<file path="src/rtl/cpu_pkg.sv">
// Shared types and clock-derived constants for the CPU/LED top level and its
// pad-conditioning blocks.
package cpu_pkg;

    typedef enum logic [1:0] {
        UP        = 2'd0,
        WAIT_DOWN = 2'd1,
        DOWN      = 2'd2,
        WAIT_UP   = 2'd3
    } btn_state_t;

    localparam int unsigned CLK_HZ = 48000000;

    // 10 ms stability window and 1 s long-press hold at CLK_HZ.
    localparam int unsigned DEFAULT_DEBOUNCE_CYCLES = CLK_HZ / 100;
    localparam int unsigned DEFAULT_LONG_CYCLES     = CLK_HZ;

endpackage

</file>
<file path="src/rtl/sync_2ff.sv">
// Two-flop synchroniser for asynchronous pad inputs; both flops reset to
// RESET_VALUE so the idle pad level is seen straight out of reset.
module sync_2ff #(
    parameter logic RESET_VALUE = 1'b0
) (
    input  logic clk_i,
    input  logic rst_i,
    input  logic d_i,
    output logic q_o
);

    logic meta_q;
    logic sync_q;

    always_ff @(posedge clk_i or posedge rst_i) begin
        if (rst_i) begin
            meta_q <= RESET_VALUE;
            sync_q <= RESET_VALUE;
        end else begin
            meta_q <= d_i;
            sync_q <= meta_q;
        end
    end

    assign q_o = sync_q;

endmodule

</file>
<file path="src/rtl/btn_debounce.sv">
// Push-button conditioner: synchronise, debounce, and emit level plus
// press/release pulses; long-press pulse is built only with BTN_LONG_PRESS_EN.
module btn_debounce
    import cpu_pkg::*;
#(
    parameter int unsigned DEBOUNCE_CYCLES = DEFAULT_DEBOUNCE_CYCLES,
    parameter int unsigned LONG_CYCLES     = DEFAULT_LONG_CYCLES,
    parameter int unsigned ACTIVE_LOW      = 1
) (
    input  logic clk48,
    input  logic rst,
    input  logic btn_in,
    output logic btn_level,
    output logic btn_press,
    output logic btn_release,
    output logic btn_long
);

    localparam int unsigned CW = $clog2(DEBOUNCE_CYCLES);
    localparam logic [CW-1:0] CNT_MAX = CW'(DEBOUNCE_CYCLES - 1);
    localparam logic PAD_IDLE = (ACTIVE_LOW != 0);

    logic padSync;
    logic s;

    sync_2ff #(
        .RESET_VALUE(PAD_IDLE)
    ) u_sync (
        .clk_i(clk48),
        .rst_i(rst),
        .d_i  (btn_in),
        .q_o  (padSync)
    );

    assign s = padSync ^ PAD_IDLE;

    btn_state_t    state_q, state_d;
    logic [CW-1:0] cnt_q, cnt_d;
    logic          level_q, level_d;
    logic          press_q, press_d;
    logic          release_q, release_d;

    // The window counter only advances while the new level is stable; any
    // disagreement in a WAIT state falls back without a pulse.
    always_comb begin
        state_d   = state_q;
        cnt_d     = cnt_q;
        level_d   = level_q;
        press_d   = 1'b0;
        release_d = 1'b0;
        case (state_q)
            UP: begin
                if (s) begin
                    state_d = WAIT_DOWN;
                    cnt_d   = '0;
                end
            end
            WAIT_DOWN: begin
                if (!s) begin
                    state_d = UP;
                end else if (cnt_q == CNT_MAX) begin
                    state_d = DOWN;
                    level_d = 1'b1;
                    press_d = 1'b1;
                end else begin
                    cnt_d = cnt_q + CW'(1);
                end
            end
            DOWN: begin
                if (!s) begin
                    state_d = WAIT_UP;
                    cnt_d   = '0;
                end
            end
            WAIT_UP: begin
                if (s) begin
                    state_d = DOWN;
                end else if (cnt_q == CNT_MAX) begin
                    state_d   = UP;
                    level_d   = 1'b0;
                    release_d = 1'b1;
                end else begin
                    cnt_d = cnt_q + CW'(1);
                end
            end
            default: begin
                state_d = UP;
            end
        endcase
    end

    always_ff @(posedge clk48 or posedge rst) begin
        if (rst) begin
            state_q   <= UP;
            cnt_q     <= '0;
            level_q   <= 1'b0;
            press_q   <= 1'b0;
            release_q <= 1'b0;
        end else begin
            state_q   <= state_d;
            cnt_q     <= cnt_d;
            level_q   <= level_d;
            press_q   <= press_d;
            release_q <= release_d;
        end
    end

    assign btn_level   = level_q;
    assign btn_press   = press_q;
    assign btn_release = release_q;

`ifdef BTN_LONG_PRESS_EN
    localparam int unsigned HW = $clog2(LONG_CYCLES);
    localparam logic [HW-1:0] HOLD_MAX = HW'(LONG_CYCLES - 1);
    localparam logic [HW-1:0] HOLD_PRE = HW'(LONG_CYCLES - 2);

    logic [HW-1:0] hold_q, hold_d;
    logic          long_q, long_d;

    // hold saturates so the long pulse fires at most once per press; a release
    // on the same edge wins so the pulses never overlap.
    always_comb begin
        hold_d = hold_q;
        long_d = 1'b0;
        if (press_d) begin
            hold_d = '0;
        end else if ((state_q == DOWN || state_q == WAIT_UP) && hold_q != HOLD_MAX) begin
            hold_d = hold_q + HW'(1);
            long_d = (hold_q == HOLD_PRE) && !release_d;
        end
    end

    always_ff @(posedge clk48 or posedge rst) begin
        if (rst) begin
            hold_q <= '0;
            long_q <= 1'b0;
        end else begin
            hold_q <= hold_d;
            long_q <= long_d;
        end
    end

    assign btn_long = long_q;
`else
    assign btn_long = 1'b0;
`endif

endmodule

</file>
<file path="config.mk">
export PLATFORM = sky130hd
export DESIGN_NAME = btn_debounce
export DESIGN_NICKNAME = d
export VERILOG_FILES = /design/src/rtl/cpu_pkg.sv /design/src/rtl/sync_2ff.sv /design/src/rtl/btn_debounce.sv
export SDC_FILE = /design/constraint.sdc
export NUM_CORES = 1
export LEC_CHECK = 0
export ABC_AREA = 0
export BUFFER_PORTS_ARGS = -buffer_cell sky130_fd_sc_hd__buf_4
export CORE_MARGIN = 1.5
export CORE_UTILIZATION = 45
export DETAILED_ROUTE_END_ITERATION = 6
export HOLD_SLACK_MARGIN = 0.05
export PLACE_DENSITY = 0.67
export SYNTH_ARGS = -nofsm -noshare
export SYNTH_HDL_FRONTEND = slang
export SYNTH_SLANG_ARGS = --single-unit
</file>
<file path="constraint.sdc">
create_clock -name clk48 -period 3.35 [get_ports clk48]
set_clock_uncertainty 0.15 [all_clocks]
set_input_delay 0.1675 -clock clk48 [delete_from_list [all_inputs] [get_ports clk48]]
set_output_delay 0.1675 -clock clk48 [all_outputs]
set_load 0.1 [all_outputs]
</file>
==> out/metrics.cfg <==
[worst_hold_path]
holdCritPathClass=reg2reg
hold_depth=0
min_to=u_sync.q_o$_DFF_PP1_
hp-start=u_sync.meta_q$_DFF_PP1_

[global_routing]
grt_pass1_vias=1020
grt_pass1_wl_um=4530
antenna_found_initial=0
grt.overflow.total=0
groute.usage.overall=0.175
grt_start_max_net_pins=27

[logic_synthesis]
ys_seq_area_frac=0.486
synth.most_common_cell=dfrtp_1
synthArstFlopShare=1.00
ys_seq_elements=26
syn_area_per_cell_um2=9.80
synth_nets=141
synthDistinctLibCells=42
synth_top_area_frac=0.447
synth-main-ff-cell=dfrtp_1
synth_cells=137
netlist_area_um2=1340
synth_area_leaders=dfrtp_1 (45%), xnor2_1 (5.2%), dfstp_2 (3.9%)
synth_common_cells=dfrtp_1 (24), nand2_1 (12), nor2_1 (12)
synth_edf_count=0
yosysWarnings=0
synthDominantAreaCellType=dfrtp_1

[setup_path]
worst_setup_path_start_kind=flop
crit_fanout=7
rr_worst_depth=6
slowest_delay_ns=0.49
cp.required_ns=3.43
worstSetupPathType=reg2reg
critical_path_buf_inv_count=0
reg2reg_to=cnt_q[8]$_DFFE_PP0P_
endpoint_kind=flop
r2r_setup_slack_ns=1.12
arrival_ns=2.31
crit_slowest_cell=nor4_4
crit_chain=ha_1, nand3_1, nor4_4, nor3b_1, mux2_1, a22o_1
timing.rr.start=cnt_q[1]$_DFFE_PP0P_
critPathTopFamily=simple AND/OR/NAND/NOR gates

[clock_tree]
path_clk_slew_ns=0.14
htree_levels=1
clockBufferDepth=2
postCtsHoldBufs=2
clock_sinks=26
clk-insertion-delay-late_ns=0.32
cts_tree=built
post_cts_resized=0
root_buffer=clkbuf_4
cts_buffers=3
postCtsSetupBuffers=0

[power_and_ir_drop]
p_leak_nw=0.626
powerDensity_nw_per_um2=376
ir_drop_mv=0.256

[die]
fp.dieH_um=57.6
design.core.area_um2=2810
num_io_pins=7
die_w_um=57.6
rows=19
initial_core_util=0.479
die-area_um2=3320

[detailed_routing]
viasPerCell=5.84
drt_iter0_drc=46
firstDrtPassIters=4
wl_um=2590
route.detailed.drc=0
dr_total_vias=1016
avgRoutedWirePerCell_um=14.9
antenna_left=0

[layout]
diodes=0
fill_cells=247
drive_above_1_share=0.112
utilization=0.519
final_nets=148
area_growth_pct=8.39
final_cells=174

[place]
gp_congestion=0.771
dp_hpwl_um=1750
place.port_buffers=5
pre_cts_ws_ns=1.15
dp_cells=168

[status]
status=completed

[timing]
finalMaxSlewViolations=0
slew_headroom=0.356
layout_min_cycle_time_ns=2.23
fin_crit_sh=0.666
hold_viol=0
holdWs_ns=0.216
finalSetupViolations=0
timing.final.ws_setup_ns=1.12
tightestPinTransition_ns=0.965
setup-tns-final_ns=0
fmax_ghz=0.448
rsz0062_at_grt=no

[run]
max_cap_viol_count=0

## stage by stage
stage / total power, mW / cell area (um2)
5_1_grt: 0.572 / 1460
3_3_place_gp: 0.394 / 1400
3_5_place_dp: 0.395 / 1400
6_report: 0.547 / 1460
2_1_floorplan: 0.382 / 1340
4_1_cts: 0.555 / 1460
## cell type report
class / count / area, um2 / share of cell area
Multi-Input combinational cell: 99 / 639 / 0.439
Sequential cell: 26 / 653 / 0.449
Tap cell: 31 / 38.8 / 0.0267
Timing Repair Buffer: 8 / 65.1 / 0.0447
Inverter: 6 / 22.5 / 0.0155
Clock buffer: 4 / 36.3 / 0.0249
## power by group
group	switching (mW)	internal, mW	total [mW]
Sequential	0.0185	0.326	0.345
Clock	0.0899	0.0665	0.156
Combinational	0.0283	0.0178	0.0461
Total	0.137	0.411	0.547
## routing by layer
layer  global-route usage  wire [um]  part of all wire  vias to the layer above
li1                     -          -                 -                      503
met1                0.237       1240              0.48                      487
met2                0.273       1230              0.47                       24
met3               0.0536        101             0.039                        2
met4               0.0498         23            0.0089                        0
met5                    0          0                 0                        -
## cells by family (layout without fill, tap and decap cells)
family	after synthesis	in the layout	synth area share
AOI/OAI and AO/OA	28	28	0.135
xor gates and xnor gates	10	10	0.0708
adders and majority gates	1	1	0.00932
buffers and inverters	12	18	0.0373
DFF	26	26	0.486
muxes	3	3	0.0233
other	1	1	0.00279
and+or+nand+nor	56	56	0.235
## layout by cell type, fill, tap and decap left out, types with 2 or more instances in the layout
| cell type | instances |
|---|---|
| dfstp_2 | 2 |
| o21ai_0 | 6 |
| nand3_1 | 8 |
| xnor2_1 | 8 |
| dfrtp_1 | 24 |
| nor2_1 | 12 |
| or3_1 | 3 |
| nand4_1 | 2 |
| and2_1 | 2 |
| and4_1 | 2 |
| nor3b_1 | 2 |
| nand2_1 | 12 |
| o211ai_1 | 2 |
| inv_1 | 6 |
| nor3_1 | 5 |
| a21oi_1 | 8 |
| nor4_1 | 2 |
| buf_4 | 6 |
| a22o_1 | 3 |
| mux2i_1 | 2 |
| clkbuf_4 | 3 |
| dlygate4sd3_1 | 2 |
## worst max path at each step
stage / depth (start not counted) / startpoint / end
detailed placement: 6 / cnt_q[1]$_DFFE_PP0P_ / cnt_q[8]$_DFFE_PP0P_
finish: 6 / cnt_q[1]$_DFFE_PP0P_ / cnt_q[8]$_DFFE_PP0P_
global route: 5 / flop / cnt_q[17]$_DFFE_PP0P_
global placement: 6 / cnt_q[1]$_DFFE_PP0P_ / cnt_q[8]$_DFFE_PP0P_
CTS: 6 / cnt_q[1]$_DFFE_PP0P_ / cnt_q[8]$_DFFE_PP0P_
floorplan: 5 / cnt_q[8]$_DFFE_PP0P_ / cnt_q[8]$_DFFE_PP0P_
## flip-flops by register name, indices dropped and copies added, names as in the netlist, named ones only
| register | flops |
|---|---|
| state_q | 1 |
| btn_level | 1 |
| u_sync.meta_q | 1 |
| cnt_q | 19 |
| u_sync.q_o | 1 |
| btn_release | 1 |
| btn_press | 1 |
No activity file was read; power rests on OpenSTA's default activity.
